<file path="src/rtl/btn_debounce_toggle.sv">
// Per-lane button conditioner: 2-flop synchroniser, debounce counter, registered
// press/release pulses and a press-driven LED toggle register.
module btn_debounce_toggle #(
  parameter int WIDTH           = 8,
  parameter int DEBOUNCE_CYCLES = 4,
  parameter int CNT_W           = $clog2(DEBOUNCE_CYCLES + 1)
) (
  input  logic             clk,
  input  logic             rst,
  input  logic [WIDTH-1:0] btns,
  input  logic             led_clr,
  output logic [WIDTH-1:0] btn_state,
  output logic [WIDTH-1:0] press_pulse,
  output logic [WIDTH-1:0] release_pulse,
  output logic [WIDTH-1:0] leds
);

  localparam logic [CNT_W-1:0] CntLast = CNT_W'(DEBOUNCE_CYCLES - 1);
  localparam logic [CNT_W-1:0] CntOne  = CNT_W'(1);

  logic [WIDTH-1:0] s1_q;
  logic [WIDTH-1:0] s2_q;
  logic [CNT_W-1:0] cnt_q [WIDTH];
  logic [CNT_W-1:0] cnt_d [WIDTH];
  logic [WIDTH-1:0] state_q, state_d;
  logic [WIDTH-1:0] press_q, press_d;
  logic [WIDTH-1:0] release_q, release_d;
  logic [WIDTH-1:0] leds_q, leds_d;

  // A differing run of DEBOUNCE_CYCLES samples is accepted on the edge the
  // counter sits at its last value; any matching sample restarts the run.
  always_comb begin
    cnt_d     = cnt_q;
    state_d   = state_q;
    press_d   = '0;
    release_d = '0;
    for (int i = 0; i < WIDTH; i++) begin
      if (s2_q[i] == state_q[i]) begin
        cnt_d[i] = '0;
      end else if (cnt_q[i] == CntLast) begin
        cnt_d[i]     = '0;
        state_d[i]   = s2_q[i];
        press_d[i]   = s2_q[i];
        release_d[i] = ~s2_q[i];
      end else begin
        cnt_d[i] = cnt_q[i] + CntOne;
      end
    end
    // Toggle uses the press being registered now, so the LED moves with the pulse.
    leds_d = led_clr ? '0 : (leds_q ^ press_d);
  end

  always_ff @(posedge clk) begin
    if (rst) begin
      s1_q      <= '0;
      s2_q      <= '0;
      cnt_q     <= '{default: '0};
      state_q   <= '0;
      press_q   <= '0;
      release_q <= '0;
      leds_q    <= '0;
    end else begin
      s1_q      <= btns;
      s2_q      <= s1_q;
      cnt_q     <= cnt_d;
      state_q   <= state_d;
      press_q   <= press_d;
      release_q <= release_d;
      leds_q    <= leds_d;
    end
  end

  assign btn_state     = state_q;
  assign press_pulse   = press_q;
  assign release_pulse = release_q;
  assign leds          = leds_q;

endmodule

</file>
<file path="config.mk">
export PLATFORM = sky130hd
export DESIGN_NAME = btn_debounce_toggle
export DESIGN_NICKNAME = d
export VERILOG_FILES = /design/src/rtl/btn_debounce_toggle.sv
export SDC_FILE = /design/constraint.sdc
export NUM_CORES = 1
export LEC_CHECK = 0
export CAP_MARGIN = 20
export CORE_ASPECT_RATIO = 1.2
export CORE_MARGIN = 3
export CORE_UTILIZATION = 56
export DETAILED_ROUTE_END_ITERATION = 7
export GPL_TIMING_DRIVEN = 0
export PLACE_DENSITY = 0.89
export SLEW_MARGIN = 25
export SYNTH_ARGS = -nofsm -noshare
export SYNTH_HDL_FRONTEND = slang
export SYNTH_SLANG_ARGS = --single-unit
</file>
<file path="constraint.sdc">
create_clock -name clk -period 2.28 [get_ports clk]
set_input_delay 0.456 -clock clk [delete_from_list [all_inputs] [get_ports clk]]
set_output_delay 0.456 -clock clk [all_outputs]
set_load 0.005 [all_outputs]
</file>
==> metrics.yaml, run 1 <==
htree_levels: 3
finalCritPeriodShare_pct: 77.2
cts_buffers: 9
synth-warning-count: 0
synth-compound-area-share_pct: 0
io_pins: 43
synth_xor_area_share_pct: 2.64
peakVddDrop_mv: 0.489
max-cap-violations: 0
drt_pass1_iterations: 4
route.antenna.remaining_nets: 0
startpoint_type: "flip-flop"
synth_cells: 219
yosys-top-cells-area: "dfxtp_1 (54%), ha_1 (7.6%), and4bb_2 (3.8%)"
fp.dieArea_sq_mm: 0.00560
p_clk_share_pct: 36.2
synthFlopType: "dfxtp_1"
crit_arrival_ns: 1.30
synthAdderAreaFrac_pct: 7.55
cts.repair.resized: 0
syn_area_sq_mm: 0.00265
initial_core_util_pct: 59.9
syn2layout_area_growth_pct: 23.1
drv_slew: 0
antenna_found_initial: 0
io_buffers: 40
clkTransAtPathRegs_ns: 0.07
fp.coreArea_sq_mm: 0.00442
fp.dieW_um: 68.8
drtIter0Drc: 58
ys_ff_latch: 72
fp-row-count: 26
crit_buf_inv: 1
drive_gt1_share_pct: 14.7
grt_pass1_wl_um: 8160
viasPerCell: 5.38
use_met2_pct: 33.1
fin_skew_ns: 0.00506
clockBufferDepth: 2
end_kind: "output port"
p_sw_mw: 0.464
synthArstFlopShare_pct: 0
grt_usage_pct: 20.6
globalRouteMet3Util_pct: 7.88
drc_errors: 0
multi_input_area_sq_mm: 0.00109
synth_top_area_share_pct: 54.4
yosysTopAreaCell: "dfxtp_1"
nNetsFinal: 297
wl_per_cell_um: 14.8
routabilityCongestion: 0.715
cts_tree: "done"
hold_viol: 0
critPathSlowestCell: "clkdlybuf4s50_1"
cts_setup_buffers: 0
nFillCells: 326
holdBufCountCts: 0
synth_top_family_by_area: "simple AND/OR/NAND/NOR gates"
hold_class: "reg -> reg"
grt_max_degree: 11
antenna_cells: 0
synth-simple-area-share_pct: 24.6
synth_edf_count: 0
totalWireLength_um: 4850
pwr-share-seq_pct: 59.7
cts-root-buf: "clkbuf_8"
syn_avg_cell_area_sq_um: 12.1
via_count: 1766
relSlewSlack_pct: 79.4
p_comb_share_pct: 4.1
clock-sinks: 72
setup_viol: 0
hold_slack_ns: 0.432
ys_seq_area_share_pct: 54.4
post-dp-hpwl_um: 3260
period_needed_ns: 1.76
rsz0062_at_grt: "false"
critical-path-top-delay-family: "buffers and inverters"
first_global_vias: 1808
critical-path-max-stage-delay_ns: 0.54
placed_area_sq_mm: 0.00312
grt_overflow: 0
regArea_sq_mm: 0.00144
gr-usage-met1_pct: 23.0
power.total_mw: 2.16
busiest_layer: "met2"
cp_data_required_time_ns: 1.82
synth_fp_nets: 246
internal_power_mw: 1.69
power.leakage_nw: 1.18
path_cells: "clkdlybuf4s50_1"
synthMuxAreaShare_pct: 6.42
die_h_um: 81.4
clock.fmax_ghz: 0.568
status: "finished, final reports clean"
cp_max_fo: 6
p_per_area_mw_per_mm2: 661
insertion_delay_ns: 0.34
switching_share_pct: 21.5
ys_types: 19
setup_tns_ns: 0
tightest_slew_ns: 0.307
crit_type: "reg -> out"
fin_area_sq_mm: 0.00326
-- cell type report --
type	count	area share [%]
Inverter	8	0.920
Tap cell	56	2.15
Timing Repair Buffer	40	12.3
Clock buffer	11	4.03
Sequential cell	72	44.2
Buffer	11	2.65
Clock inverter	2	0.307
Multi-Input combinational cell	128	33.5
-- placed cells by master, fill, tap and decap left out --
master,count
nor3_1,8
nor4_1,16
inv_1,8
xnor2_1,8
clkbuf_8,9
nor4b_1,6
mux2i_1,8
ha_1,16
clkbuf_2,1
buf_2,5
nand3b_1,8
nor2_1,8
nor4b_2,2
nor3b_1,8
nor2b_1,16
clkbuf_1,2
nor4bb_1,8
and4bb_2,8
mux2_2,8
clkinv_2,2
clkdlybuf4s50_1,40
buf_6,5
dfxtp_1,72
-- final timing paths --
kind | start | end | slack, ns | cells after the start
min reg2reg | cnt_q[0]$_SDFF_PP0_ | cnt_q[0]$_SDFF_PP0_ | 0.43 | 1
max | btn_state[5]$_SDFFE_PP0P_ | btn_state[5] | 0.52 | 1
max reg2reg | cnt_q[18]$_SDFF_PP0_ | leds[1]$_SDFF_PP0_ | 0.91 | 4
min | cnt_q[0]$_SDFF_PP0_ | cnt_q[0]$_SDFF_PP0_ | 0.43 | 1
-- cell families after synthesis --
family	after synthesis
adder cells (fa/ha/maj)	16
AND/OR/NAND/NOR	88
buffers and inverters	19
multiplexers	16
flip-flops	72
XOR/XNOR	8
-- per-stage QoR --
stage	setup slack [ns]	utilization, %	instances
finish	0.521	73.8	328
global route	0.452	73.8	328
CTS	0.502	73.8	328
detailed placement	0.877	70.6	315
global placement	0.892	70.6	315
floorplan	1.01	-	219
-- routing by layer --
| metal | vias up | wire (um) | part of all wire, % |
|---|---|---|---|
| met3 | 7 | 272 | 5.6 |
| met2 | 49 | 2420 | 50 |
| li1 | 888 | - | - |
| met1 | 822 | 2060 | 43 |
| met5 | - | 0 | 0 |
| met4 | 0 | 89 | 1.8 |
-- power by group through the flow --
| stage | sequential (mW) | combinational (mW) | clock, mW |
|---|---|---|---|
| 4_1_cts | 1.29 | 0.0902 | 0.801 |
| 6_report | 1.29 | 0.0894 | 0.780 |
| 3_3_place_gp | 1.31 | 0.0861 | 0 |
| 3_5_place_dp | 1.31 | 0.0884 | 0 |
| 5_1_grt | 1.29 | 0.0982 | 0.849 |
| 2_1_floorplan | 1.31 | 0.0582 | 0 |
-- synth_stat cells (6+ instances only) --
library cell	n
nor3b_1	8
dfxtp_1	72
xnor2_1	8
nor4_1	16
mux2i_1	8
nor4bb_1	8
nor3_1	8
inv_1	8
nor2b_1	16
nand3b_1	8
ha_1	16
and4bb_2	8
mux2_2	8
nor2_1	8
nor4b_1	6
-- registers in the layout, indices dropped and copies added (netlist names) --
name and cells:
cnt_q 24, btn_state 8, leds 8, press_pulse 8
release_pulse 8, s1_q 8, s2_q 8
(Power assumes the default switching activity.)
==> run 2: changes to the inputs <==
CORE_UTILIZATION = 52   (was 56)
PLACE_DENSITY = 0.84   (was 0.89)
clock period = 1.7 ns   (was 2.28 ns; I/O delays follow)
==> metrics.yaml, run 2 (synthesis results as in run 1) <==
status: "finished, final reports clean"
fin_util_pct: 71.3
htree_levels: 3
grt_max_degree: 13
holdBufCountCts: 0
clockBufferDepth: 2
final_common_cell: "dfxtp_1"
totalWireLength_um: 4860
drt_pass1_iterations: 4
routabilityCongestion: 0.724
cp_data_required_time_ns: 1.36
hold_class: "in -> reg"
fp-row-count: 27
setup_viol: 0
critical-path-top-delay-family: "buffers and inverters"
grt_overflow: 0
viasPerCell: 5.27
cp_max_fo: 6
tightest_slew_ns: 0.341
peakVddDrop_mv: 0.565
drc_errors: 0
nNetsFinal: 297
wl_per_cell_um: 14.6
first_global_vias: 1740
cts-root-buf: "clkbuf_8"
insertion_delay_ns: 0.35
antenna_cells: 0
clock-sinks: 72
ff2ff_setup_slack_ns: 0.33
fp.dieW_um: 71.2
finalCritPeriodShare_pct: 96.6
grt_pass1_wl_um: 8130
critPathSlowestCell: "clkdlybuf4s50_1"
cp.depth: 1
relSlewSlack_pct: 77.1
layout_common_cells: "dfxtp_1 (67), clkdlybuf4s50_1 (40), nor4_1 (16), nor2b_1 (16), ha_1 (16)"
drv_slew: 0
critPathLaunch: "btn_state[1]$_SDFFE_PP0P_"
rr_startpoint: "cnt_q[21]$_SDFF_PP0_"
period_needed_ns: 1.64
max-cap-violations: 0
antenna_found_initial: 0
fp.dieArea_sq_mm: 0.00600
fin_ws_ns: 0.0577
die_h_um: 84.2
largest_register_ffs: 24
crit_type: "reg -> out"
crit_buf_inv: 1
drtIter0Drc: 57
end_kind: "output port"
drive_gt1_share_pct: 18.2
startpoint_type: "flip-flop"
path_cells: "clkdlybuf4s50_1"
clkTransAtPathRegs_ns: 0.07
route.antenna.remaining_nets: 0
cts_tree: "done"
critical-path-max-stage-delay_ns: 0.54
io_buffers: 40
cp-endpoint: "btn_state[1]"
timing.rr.end: "leds[0]$_SDFF_PP0_"
largest_register: "cnt_q"
cts_buffers: 9
crit_arrival_ns: 1.30
p_per_area_mw_per_mm2: 1060
power.leakage_nw: 1.24
hold_viol: 0
clock.fmax_ghz: 0.609
grt_usage_pct: 17.7
rsz0062_at_grt: "false"
io_pins: 43
initial_core_util_pct: 55.7
rr_worst_depth: 4
syn2layout_area_growth_pct: 28.2
via_count: 1754
setup_tns_ns: 0
fin_skew_ns: 0.00832
fp.coreArea_sq_mm: 0.00476
dp_slack_ns: 0.343
post-dp-hpwl_um: 3220
==> run 2: how the worst min path moves through the flow <==
stage / startpoint / endpoint / slack [ns] / cells past startpoint
floorplan: cnt_q[0]$_SDFF_PP0_ / cnt_q[0]$_SDFF_PP0_ / 0.41 / 1
global placement: cnt_q[18]$_SDFF_PP0_ / cnt_q[18]$_SDFF_PP0_ / 0.42 / 1
CTS: rst / press_pulse[2]$_SDFF_PP0_ / 0.34 / 3
detailed placement: cnt_q[15]$_SDFF_PP0_ / cnt_q[15]$_SDFF_PP0_ / 0.42 / 1
finish: rst / cnt_q[8]$_SDFF_PP0_ / 0.34 / 3
global route: rst / cnt_q[3]$_SDFF_PP0_ / 0.34 / 3
==> run 2: area by class of cell <==
class	instances	area [sq um]
Tap cell	58	72.6
Sequential cell	72	1450
Buffer	11	86.3
Timing Repair Buffer	40	400
Clock buffer	10	138
Inverter	8	30.0
Clock inverter	6	130
Fill cell	365	1370
Multi-Input combinational cell	128	1090
==> run 2: tightest hold or removal path, cell delays in order <==
cell and delay (ns):
buf_6 0.10, buf_6 0.14, nor4_1 0.06
==> run 2: timing repair <==
item	CTS	global route
gates resized for setup	0	5
setup endpoints to repair	0	5
buffers inserted	0	0
==> run 2: report_power, final <==
group	total (mW)	switching, mW	internal (mW)	leakage (nW)
combinational	0.119	0.0607	0.0587	0.522
clock	1.77	0.614	1.16	0.136
sequential	1.72	0.0157	1.71	0.586
==> run 2: routing by layer <==
layer / track usage [%] / part of all wire [%]
met5: 0 / 0
met4: 9.23 / 2.1
met3: 6.11 / 4.6
met2: 27.8 / 48
met1: 21.0 / 45
==> run 2: stage by stage <==
stage	power, mW	instance area, sq um	cells	hold WS, ns
2_1_floorplan	1.84	2650	219	0.405
3_3_place_gp	1.88	3120	317	0.418
3_5_place_dp	1.88	3120	317	0.421
4_1_cts	3.64	3390	333	0.336
5_1_grt	3.74	3400	333	0.342
6_report	3.62	3400	333	0.345
